`src/rtl/gray_pkg.sv`:
```
// Shared definitions for the Gray-coded step counter: direction encodings
// and the binary-to-Gray conversion used on the output path.
package gray_pkg;

    localparam logic DIR_UP = 1'b1;
    localparam logic DIR_DN = 1'b0;

    // Widest count supported by bin2gray; callers zero-extend into it and
    // truncate the result back to their own width.
    localparam int GRAY_MAX_W = 64;

    // Reflected binary code: adjacent binary values differ in one Gray bit.
    function automatic logic [GRAY_MAX_W-1:0] bin2gray(input logic [GRAY_MAX_W-1:0] bin);
        return bin ^ (bin >> 1);
    endfunction

endpackage

```
`src/rtl/gray_step_counter_prescaler.sv`:
```
// Step prescaler: counts enabled cycles and fires a one-cycle step every
// div_max+1 enabled cycles. Owns the runtime-programmable compare value.
module step_prescaler
    import gray_pkg::*;
#(
    parameter int          DIV_WIDTH = 32,
    parameter int unsigned DIV_RST   = 17_000_000
) (
    input  logic                 clk,
    input  logic                 rst,
    input  logic                 en,
    input  logic                 clr,
    input  logic                 div_we,
    input  logic [DIV_WIDTH-1:0] div_in,
    output logic                 step
);

    logic [DIV_WIDTH-1:0] pcnt;
    logic [DIV_WIDTH-1:0] div_max;

    // ">=" rather than "==" so that lowering div_max below the running count
    // still produces a step on the next enabled cycle instead of a long wrap.
    // A clear on the same edge suppresses the step: the load owns that edge.
    assign step = en && !clr && (pcnt >= div_max);

    // Prescale counter: cleared by reset or load, held while disabled.
    always_ff @(posedge clk) begin
        if (!rst) begin
            pcnt <= '0;
        end else if (clr) begin
            pcnt <= '0;
        end else if (en) begin
            if (pcnt >= div_max) begin
                pcnt <= '0;
            end else begin
                pcnt <= pcnt + 1'b1;
            end
        end
    end

    // Compare register: written independently of load/stop; the new value
    // takes effect from the following cycle.
    always_ff @(posedge clk) begin
        if (!rst) begin
            div_max <= DIV_WIDTH'(DIV_RST);
        end else if (div_we) begin
            div_max <= div_in;
        end
    end

endmodule

```
`src/rtl/gray_step_counter.sv`:
```
// Up/down counter with prescaled stepping, parallel load and wrap/saturate
// behaviour at the ends. Binary and Gray outputs are registered together so
// they never skew; tick marks every step, term marks wrapped or blocked steps.
module gray_step_counter
    import gray_pkg::*;
#(
    parameter int          WIDTH     = 8,
    parameter int          DIV_WIDTH = 32,
    parameter int unsigned DIV_RST   = 17_000_000
) (
    input  logic                 clk,
    input  logic                 rst,
    input  logic                 div_we,
    input  logic [DIV_WIDTH-1:0] div_in,
    input  logic                 incdec,
    input  logic                 stop,
    input  logic                 sat,
    input  logic                 load,
    input  logic [WIDTH-1:0]     load_val,
    output logic [WIDTH-1:0]     normal,
    output logic [WIDTH-1:0]     gray,
    output logic                 tick,
    output logic                 term
);

    localparam logic [WIDTH-1:0] ALL_ONES = '1;
    localparam logic [WIDTH-1:0] ZERO     = '0;

    logic             step;
    logic             at_end;
    logic             next_term;
    logic [WIDTH-1:0] next_count;
    logic [WIDTH-1:0] sel_bin;
    logic [WIDTH-1:0] sel_gray;

    step_prescaler #(
        .DIV_WIDTH (DIV_WIDTH),
        .DIV_RST   (DIV_RST)
    ) u_prescaler (
        .clk    (clk),
        .rst    (rst),
        .en     (~stop),
        .clr    (load),
        .div_we (div_we),
        .div_in (div_in),
        .step   (step)
    );

    // Next count for a step: detect the end in the current direction, then
    // wrap or hold; a step at the end always raises term.
    always_comb begin
        next_count = normal;
        next_term  = 1'b0;
        at_end     = (incdec == DIR_UP) ? (normal == ALL_ONES) : (normal == ZERO);
        if (at_end) begin
            next_term = 1'b1;
            if (!sat) begin
                next_count = (incdec == DIR_UP) ? ZERO : ALL_ONES;
            end
        end else if (incdec == DIR_UP) begin
            next_count = normal + 1'b1;
        end else begin
            next_count = normal - 1'b1;
        end
        // One conversion serves both the load value and the stepped value,
        // so the Gray register always tracks what lands in the binary one.
        sel_bin  = load ? load_val : next_count;
        sel_gray = WIDTH'(bin2gray(GRAY_MAX_W'(sel_bin)));
    end

    // Output registers: reset > load > step; pulses are zero unless a step fires.
    always_ff @(posedge clk) begin
        if (!rst) begin
            normal <= '0;
            gray   <= '0;
            tick   <= 1'b0;
            term   <= 1'b0;
        end else if (load) begin
            normal <= sel_bin;
            gray   <= sel_gray;
            tick   <= 1'b0;
            term   <= 1'b0;
        end else if (step) begin
            normal <= sel_bin;
            gray   <= sel_gray;
            tick   <= 1'b1;
            term   <= next_term;
        end else begin
            tick   <= 1'b0;
            term   <= 1'b0;
        end
    end

endmodule

```
`config.mk`:
```
export PLATFORM = sky130hd
export DESIGN_NAME = gray_step_counter
export DESIGN_NICKNAME = d
export VERILOG_FILES = /design/src/rtl/gray_pkg.sv /design/src/rtl/gray_step_counter_prescaler.sv /design/src/rtl/gray_step_counter.sv
export SDC_FILE = /design/constraint.sdc
export NUM_CORES = 1
export LEC_CHECK = 0
export ABC_AREA = 1
export CAP_MARGIN = 15
export CORE_MARGIN = 5
export CORE_UTILIZATION = 39
export CTS_BUF_LIST = sky130_fd_sc_hd__clkbuf_16
export DETAILED_ROUTE_END_ITERATION = 6
export PLACE_DENSITY_LB_ADDON = 0.3
export SYNTH_ARGS = -nofsm -noshare
export SYNTH_HDL_FRONTEND = slang
export SYNTH_SLANG_ARGS = --single-unit
```
`constraint.sdc`:
```
create_clock -name clk -period 1.6 [get_ports clk]
set_input_delay 0.24 -clock clk [delete_from_list [all_inputs] [get_ports clk]]
set_output_delay 0.24 -clock clk [all_outputs]
set_load 0.02 [all_outputs]
```
## Word-level counts from Yosys, hierarchy flattened

Cells that the tools add are included.

| storage, ports and cells | value |
|---|---|
| register bits | 82 |
| output and inout bits | 18 |
| word-level logic and storage cells | 35 |

| cells by class | value |
|---|---|
| $add $sub $neg | 3 |
| order comparisons | 1 |
| eq/ne operators | 1 |
| muxes and demuxes | 13 |
| bitwise operators | 4 |
| reduce and logical (&&, ||, !) cells | 7 |

Operators by type and width:

| kind | count |
|---|---|
| 2-to-1 mux 8 bit | 9 |
| adder 32 x 1 -> 32 bit (second input constant) | 1 |
| greater-or-equal comparator 32 bit | 1 |
| 2-to-1 mux 32 bit | 1 |
| adder 8 x 1 -> 8 bit (second input constant) | 1 |
| equality test 8 bit (second input constant) | 1 |
| logical NOT 8 bit | 1 |
| subtractor 8 x 1 -> 8 bit (second input constant) | 1 |
| XOR 8 x 7 -> 8 bit | 1 |
| 2-to-1 mux 1 bit | 3 |
| inverter 1 bit | 3 |
| OR reduction 3 bit | 1 |
| logical AND 1 bit | 2 |
| nonzero test 2 bit | 1 |
| OR reduction 2 bit | 1 |
| logical NOT 1 bit | 1 |

## Longest topological paths before layout

Gate-level depths: netlist of run 1.

| logic depth | value |
|---|---|
| word-level depth | 7 |
| gate-level depth with buffers | 17 |
| gate-level depth less buffers | 17 |

## Cells and area by module

From an unflattened synthesis of run 1, not the netlist that was laid out.

| unflattened totals | value |
|---|---|
| cells, all modules | 662 |
| area, all modules | 4789.6 µm² |

Modules (own cells, without submodules):

| module | times used | cells an instance | area each (µm²) | seq. area each (µm²) |
|---|---|---|---|---|
| step_prescaler | 1 | 453 | 3428.3 | 1281.2 |
| gray_step_counter | 1 | 209 | 1361.3 | 340.3 |

## Worst setup path after synthesis of run 1

No wires, ideal clock.

| timing | value |
|---|---|
| kind | flip-flop to flip-flop |
| from | register normal[0] |
| to | register gray[6] |
| setup time | 0.110 ns |
| arrival | 1.825 ns |
| data required time | 1.490 ns |
| path slack | -0.335 ns |
| stages on the path, launching flop included | 15 |
| path buffers | 0 |
| path through | dfxtp_1 -> inv_1 -> fa_1 -> inv_1 -> nand2_1 -> nand2_1 -> nand3_1 -> nand3_1 -> nand3_1 -> a21oi_1 -> nand2_1 -> nand2_1 -> nand2_1 -> inv_1 -> nor2_1 |

| between the ends | value |
|---|---|
| cells in the longest elaborated chain, start to end | 7 |

Ends and longest elaborated chain:

| item | RTL line | RTL |
|---|---|---|
| from (decl) | gray_step_counter.sv:20 | `output logic [WIDTH-1:0] normal,` |
| from (signal assigned) | gray_step_counter.sv:79 | `normal <= sel_bin;` |
| from (signal assigned) | gray_step_counter.sv:84 | `normal <= sel_bin;` |
| subtractor 8 x 1 -> 8 bit (tied with other cells) | gray_step_counter.sv:63 | `next_count = normal - 1'b1;` |
| 2-to-1 mux 8 bit / 2-to-1 mux 1 bit (equally long branches) | gray_step_counter.sv:60, gray_step_counter.sv:54 |  |
| 2-to-1 mux 8 bit * | gray_step_counter.sv:55 | `if (at_end) begin` |
| 2-to-1 mux 8 bit * | gray_step_counter.sv:67 | `sel_bin = load ? load_val : next_count;` |
| XOR 8 x 7 -> 8 bit * | gray_pkg.sv:14 | `return bin ^ (bin >> 1);` |
| 2-to-1 mux 8 bit | gray_step_counter.sv:83 | `end else if (step) begin` |
| 2-to-1 mux 8 bit * | gray_step_counter.sv:78 | `end else if (load) begin` |
| to (signal assigned) | gray_step_counter.sv:80 | `gray <= sel_gray;` |
| to (signal assigned) | gray_step_counter.sv:85 | `gray <= sel_gray;` |
| to (decl) | gray_step_counter.sv:21 | `output logic [WIDTH-1:0] gray,` |

Mark *: on every way between the ends. The rest lies on a longest branch, timed or not. The select of a mux whose other input is x is not followed.
A chain may end at the register's enable or synchronous reset.

## Final worst setup path of run 1

| timing | value |
|---|---|
| from | register u_prescaler.div_max[29] |
| to | register gray[6] |

| between the ends | value |
|---|---|
| cells in the longest elaborated chain, start to end | 3 |

Ends and longest elaborated chain:

| item | RTL line | RTL |
|---|---|---|
| from (decl) | gray_step_counter_prescaler.sv:19 | `logic [DIV_WIDTH-1:0] div_max;` |
| from (signal assigned) | gray_step_counter_prescaler.sv:45 | `div_max <= DIV_WIDTH'(DIV_RST);` |
| from (signal assigned) | gray_step_counter_prescaler.sv:47 | `div_max <= div_in;` |
| greater-or-equal comparator 32 bit | gray_step_counter_prescaler.sv:24 | `assign step = en && !clr && (pcnt >= div_max);` |
| logical AND 1 bit | gray_step_counter_prescaler.sv:24 |  |
| nonzero test 2 bit (no line) | n/a |  |

No other way between the ends.

==> results by group, run 1 <==
Die
  – Die W: 122 um
  – Die height: 122 um
  – Ports: 65
  – Initial core utilization: 39.3%
  – Core area: 0.0125 mm^2
  – Row cnt: 41
  – Die area: 0.0149 mm^2

Power and ir drop
  – PnR Total Power: 5460 uW
  – Peak supply drop: 0.757 mV
  – Power per Cell Area: 712 mW/mm^2
  – P_leak: 0.00356 uW

Synth
  – Synth Register Bits: 81
  – Post-synthesis cell type count: 37
  – Seq/Total Area, Yosys: 33.1%
  – Post-Syn Nets: 801
  – Post-Synthesis Cells: 714
  – Yosys warnings: 0
  – Syn avg cell area: 6.87 um^2
  – Area of the mapped netlist: 0.00490 mm^2

Setup path
  – CP most frequent cell: nand2_4
  – Crit path capture type: flip-flop
  – Crit-path cells: inv_2 > ha_4 > nand2_4 > nor2_4 > nand4_1 > nor2_2 > nand2_4 > nand2_4 > nand2_8 > buf_12 > nand2_2 > nand2_1 > inv_1 > nor2_1
  – Worst setup SP type: flip-flop
  – WP buf/inv: 3
  – CP Class: flip-flop to flip-flop
  – Crit Path Max Fanout: 8
  – CP max-delay cell: dfxtp_2
  – Worst Path Required: 1.84 ns
  – Family with the most delay on the worst path: simple AND/OR/NAND/NOR gates
  – Crit path arrival time: 2.20 ns
  – Crit-path max cell delay: 0.32 ns

Final layout
  – Commonest cells after routing, fill and taps aside: 143 x nand2_1, 126 x buf_4, 79 x inv_1
  – Post-Layout Cell Count: 1080
  – Nets: 990
  – Share of post-route cells with drive strength above 1: 32.7%
  – Post-layout util: 61.5%
  – Antenna cells: 0
  – Layout area overhead: 56.5%
  – Commonest non-fill, non-tap cell in the layout: nand2_1

Clock network
  – Sink Count: 81
  – Num CTS Buffers: 9
  – Maximum root-to-sink buffer count: 2
  – CTS root buf: clkbuf_16
  – Clock-pin slew on the worst setup and hold paths: 0.06 ns
  – Worst-skew pair later-pin latency: 0.34 ns
  – CTS H-tree depth: 3
  – CTS tree: yes
  – Hold-fix buffers, CTS: 0

Placed design
  – Buffers on Ports: 64
  – Hpwl dp: 9340 um
  – Placed cells: 1054
  – Routability Congestion: 0.857

Timing
  – Fin. Hold Viols: 0
  – Min Clock Period, post-route: 1.96 ns
  – Fmax: 510 MHz
  – Setup ws final: -0.360 ns
  – Slew HR: 78.1%
  – Setup violations, final: 49
  – Crit share post-route: 123%
  – Worst Skew: 0.00598 ns
  – Setup_tns: -15.16 ns
  – Unrepaired setup endpoints after global routing: true
  – Final Max Slew Viols: 0
  – Worst Max-Slew Pin Slew: 0.329 ns

Drt
  – Avg Vias per Cell: 4.68
  – DR iter-0 viols: 238
  – WL per Instance: 12.3 um
  – Router iterations before antenna repair: 5
  – Drt drc: 0
  – Via count: 5058
  – Final WL: 13300 um
  – Final ANT Viol Nets: 0

Run status
  – Violated checks: setup timing
  – Status: complete, but fails checks

GRT
  – First-pass GRT wire length: 21800 um
  – Initial antenna violation count: 0
  – Remaining global-route overflow: 0
  – Vias in the first global route: 4837
  – Largest net degree at the start of global routing: 48
  – Total GRT Usage: 18.2%

Hold path
  – Worst min-delay path class: flip-flop to flip-flop

Run
  – Maxcap violations: 0
==> synthesized netlist by cell type, drive strengths merged <==
cell type | n | share of area, %
nor3b | 1 | 0.15
clkbuf | 13 | 1.0
o21bai | 1 | 0.15
nor3 | 17 | 2.1
o21a | 2 | 0.31
dfxtp | 81 | 33
inv | 97 | 7.4
buf | 10 | 1.0
fa | 1 | 0.41
clkinv | 2 | 0.15
nand3 | 46 | 4.9
and3 | 2 | 0.26
nand2 | 168 | 13
ha | 39 | 10
xor2 | 16 | 2.9
a21oi | 72 | 7.4
nor2 | 83 | 7.7
nor4 | 2 | 0.56
xnor2 | 5 | 0.89
o21ai | 41 | 4.2
or2 | 5 | 0.64
nand4 | 7 | 1.2
nand3b | 2 | 0.31
a21boi | 1 | 0.15
==> timing repair <==
item | CTS | global route
resized for setup | 60 | 44
pin swaps | 18 | 30
gates cloned | 2 | 1
buffers inserted | 5 | 5
setup endpoints to repair | 56 | 50
==> worst paths after layout <==
kind	from	endpoint	slack (ns)	depth (start not counted)
max	u_prescaler.div_max[29]	gray[6]	-0.36	14
max reg2reg	u_prescaler.div_max[29]	gray[6]	-0.36	14
min reg2reg	u_prescaler.div_max[4]	u_prescaler.div_max[4]	0.46	2
min	u_prescaler.div_max[4]	u_prescaler.div_max[4]	0.46	2
==> per-stage QoR <==
stage / setup WS (ns) / cell area [um^2] / hold WS (ns)
after floorplan: -0.0984 / 5090 / 0.366
after global placement: -0.621 / 6830 / 0.454
after detailed placement: -0.646 / 6830 / 0.460
after CTS: -0.313 / 7400 / 0.469
after global routing: -0.491 / 7670 / 0.492
final: -0.360 / 7670 / 0.463
==> cell type report <==
type	instances	area, um^2
Fill cell	1081	4790
Multi-Input combinational cell	511	3350
Timing Repair Buffer	201	1800
Sequential cell	81	1650
Inverter	99	377
Clock buffer	9	225
Tap cell	172	215
Clock inverter	7	61.3
==> metal layers <==
metal / track usage, % / up-vias / routed length (um)
li1: - / 2685 / -
met2: 32.0 / 66 / 6550
met3: 5.06 / 15 / 633
met4: 5.18 / 0 / 201
met1: 21.6 / 2292 / 5920
met5: 0 / - / 0
==> kinds of logic (layout without fill, tap and decap cells) <==
kind of cell | count (synthesis) | after routing | synth area share, %
compound gates | 117 | 117 | 12.2
xor+xnor | 21 | 21 | 3.75
flops | 81 | 81 | 33.1
simple gates | 333 | 333 | 31.0
buf+inv | 122 | 316 | 9.57
fa+ha+maj | 40 | 40 | 10.4
==> sequential cells by signal, summed over array words and instances, names as in the netlist <==
signal / count
gray: 7
u_prescaler.pcnt: 32
u_prescaler.div_max: 32
tick: 1
term: 1
normal: 8
==> report_power, final <==
part | switching, uW | leakage [uW] | internal [uW]
Clock | 841 | 0.000144 | 1190
Combinational | 656 | 0.00274 | 604
Sequential | 56.1 | 0.000672 | 2110
Total | 1550 | 0.00356 | 3910
==> tightest hold or removal path, cell delays in order, from the launching register on <==
cell     delay (ns)
dfxtp_1        0.30
inv_1          0.06
a21oi_1        0.06
(Power assumes the default switching activity.)
==> run 2, diff against run 1 <==
SLEW_MARGIN = 10   (was unset)
==> results of run 2 <==
Final layout, timing and power as in run 1 (identical DEF).
==> run 3, diff against run 2 <==
CORE_UTILIZATION = 45   (was 39)
==> results by group, run 3 (synthesis gave the netlist of run 1 again) <==
GRT
  – First-pass GRT wire length: 23300 um
  – Initial antenna violation count: 0
  – Largest net degree at the start of global routing: 48
  – Busiest grt layer: met2
  – Global Route met3 Usage: 3.65%
  – Vias in the first global route: 5223
  – Total GRT Usage: 22.1%
  – Met1 Use GR: 26.2%
  – Met2 Use GR: 39.2%
  – Remaining global-route overflow: 0

Timing
  – Min Clock Period, post-route: 2.02 ns
  – Slew HR: 70.5%
  – Worst Max-Slew Pin Slew: 0.443 ns
  – Hold Worst Slack: 0.476 ns
  – Unrepaired setup endpoints after global routing: true
  – Setup violations, final: 49
  – Fin. Hold Viols: 0
  – Worst Skew: 0.00536 ns
  – Final Max Slew Viols: 0
  – Fmax: 495 MHz
  – Setup_tns: -17.79 ns
  – Setup ws final: -0.421 ns
  – Crit share post-route: 126%

Hold path
  – Hold Path Origin: u_prescaler.div_max[3]
  – Min-Delay Path Depth: 2
  – Worst min-delay path class: flip-flop to flip-flop

Die
  – Initial core utilization: 45.6%
  – Die area: 0.0131 mm^2
  – Ports: 65
  – Core area: 0.0107 mm^2
  – Die W: 114 um
  – Row cnt: 38
  – Die height: 114 um

Placed design
  – Place WS: -0.749 ns
  – Hpwl dp: 10200 um
  – Routability Congestion: 0.890
  – Buffers on Ports: 64
  – Placement Cell Area: 0.00673 mm^2

Final layout
  – Layout area overhead: 55.0%
  – FILL cells: 887
  – Commonest cells after routing, fill and taps aside: 141 x nand2_1, 118 x buf_4, 78 x inv_1
  – Footprint of the multi-input gates: 0.00340 mm^2
  – Largest regs: u_prescaler.div_max x32, u_prescaler.pcnt x32, normal x8
  – Share of post-route cells with drive strength above 1: 34.2%
  – Post-layout util: 70.7%
  – Commonest non-fill, non-tap cell in the layout: nand2_1
  – Register area: 0.00166 mm^2
  – Nets: 983
  – Antenna cells: 0
  – Final non-filler cell area: 0.00760 mm^2

Run status
  – Status: complete, but fails checks
  – Violated checks: setup timing

Clock network
  – Worst-skew pair later-pin latency: 0.35 ns
  – Num CTS Buffers: 9
  – CTS root buf: clkbuf_16
  – CTS H-tree depth: 3
  – Clock-pin slew on the worst setup and hold paths: 0.06 ns
  – CTS tree: yes
  – Maximum root-to-sink buffer count: 2
  – Hold-fix buffers, CTS: 0
  – Sink Count: 81

Power and ir drop
  – P_leak: 0.00349 uW
  – Peak supply drop: 0.622 mV
  – Power per Cell Area: 702 mW/mm^2

Drt
  – Final ANT Viol Nets: 0
  – Via count: 5115
  – Router iterations before antenna repair: 5
  – Final WL: 14300 um
  – Avg Vias per Cell: 4.91
  – DR iter-0 viols: 244
  – Drt drc: 0
  – WL per Instance: 13.7 um

Setup path
  – Worst Path Required: 1.84 ns
  – CP Class: flip-flop to flip-flop
  – Crit Path Max Fanout: 6
  – Reg-to-Reg Start: u_prescaler.div_max[29]
  – Depth of the most critical reg-to-reg path: 13
  – Setup crit start: u_prescaler.div_max[29]
  – Crit path arrival time: 2.26 ns
  – Worst setup SP type: flip-flop
  – Crit path capture type: flip-flop

Run
  – Maxcap violations: 0
## run 3: cell types whose count changed in the layout (fill, tap and decap cells not counted), moves of 3 or more
cell	previous run	this run
a21oi_1	56	52
ha_1	22	17
dfxtp_1	65	58
inv_2	17	20
dfxtp_2	13	20
a21oi_2	11	16
buf_4	126	118
ha_4	17	22
## run 3: worst max-delay path, cell delays in order (launching register included)
cell and delay, ns:
dfxtp_2 0.32, inv_2 0.04, ha_4 0.27, nand2_4 0.05, nor2_4 0.11, nand4_1 0.20
nor2_2 0.22, nand2_2 0.10, nand2_4 0.10, nand2_8 0.09, buf_6 0.13, buf_6 0.11
a21oi_2 0.11, nor2_1 0.05
## run 3: final cells by class
class                   instances  area share (%)
clock buffers                   9            2.96
inverters                      99            4.92
well taps                     140            2.30
flip-flops and latches         81            21.8
multi-input cells             511            44.8
clock inverters                 7           0.527
repair buffers                194            22.7
## run 3: what timing repair did
item / CTS / global route
setup endpoints to repair: 58 / 49
cloned: 1 / 1
gates resized for setup: 70 / 51
buffers inserted: 8 / 3
pin swaps: 16 / 18
## run 3: power by group
part / leakage (uW) / internal [uW] / switching (uW) / total (uW)
Combinational: 0.00268 / 604 / 679 / 1280
Sequential: 0.000674 / 2120 / 54.5 / 2170
Clock: 0.000142 / 1040 / 846 / 1880
## run 3: metrics by stage
stage	total power, uW	std cells
5_1_grt	5600	1041
2_1_floorplan	2840	714
3_5_place_dp	3350	1015
4_1_cts	5300	1038
6_report	5330	1041
3_3_place_gp	3320	1015
## run 3: worst paths after layout
kind	end	slack [ns]
worst max-delay path	normal[5]	-0.42
worst min-delay path	u_prescaler.div_max[3]	0.48
worst max register to register	normal[5]	-0.42
worst min register to register	u_prescaler.div_max[3]	0.48
## run 3: layer usage
layer	routed length [um]	part of all wire [%]	vias to the layer above
li1	-	-	2660
met1	6260	44	2331
met2	7190	50	103
met3	533	3.7	21
met4	291	2.0	0
met5	0	0	-
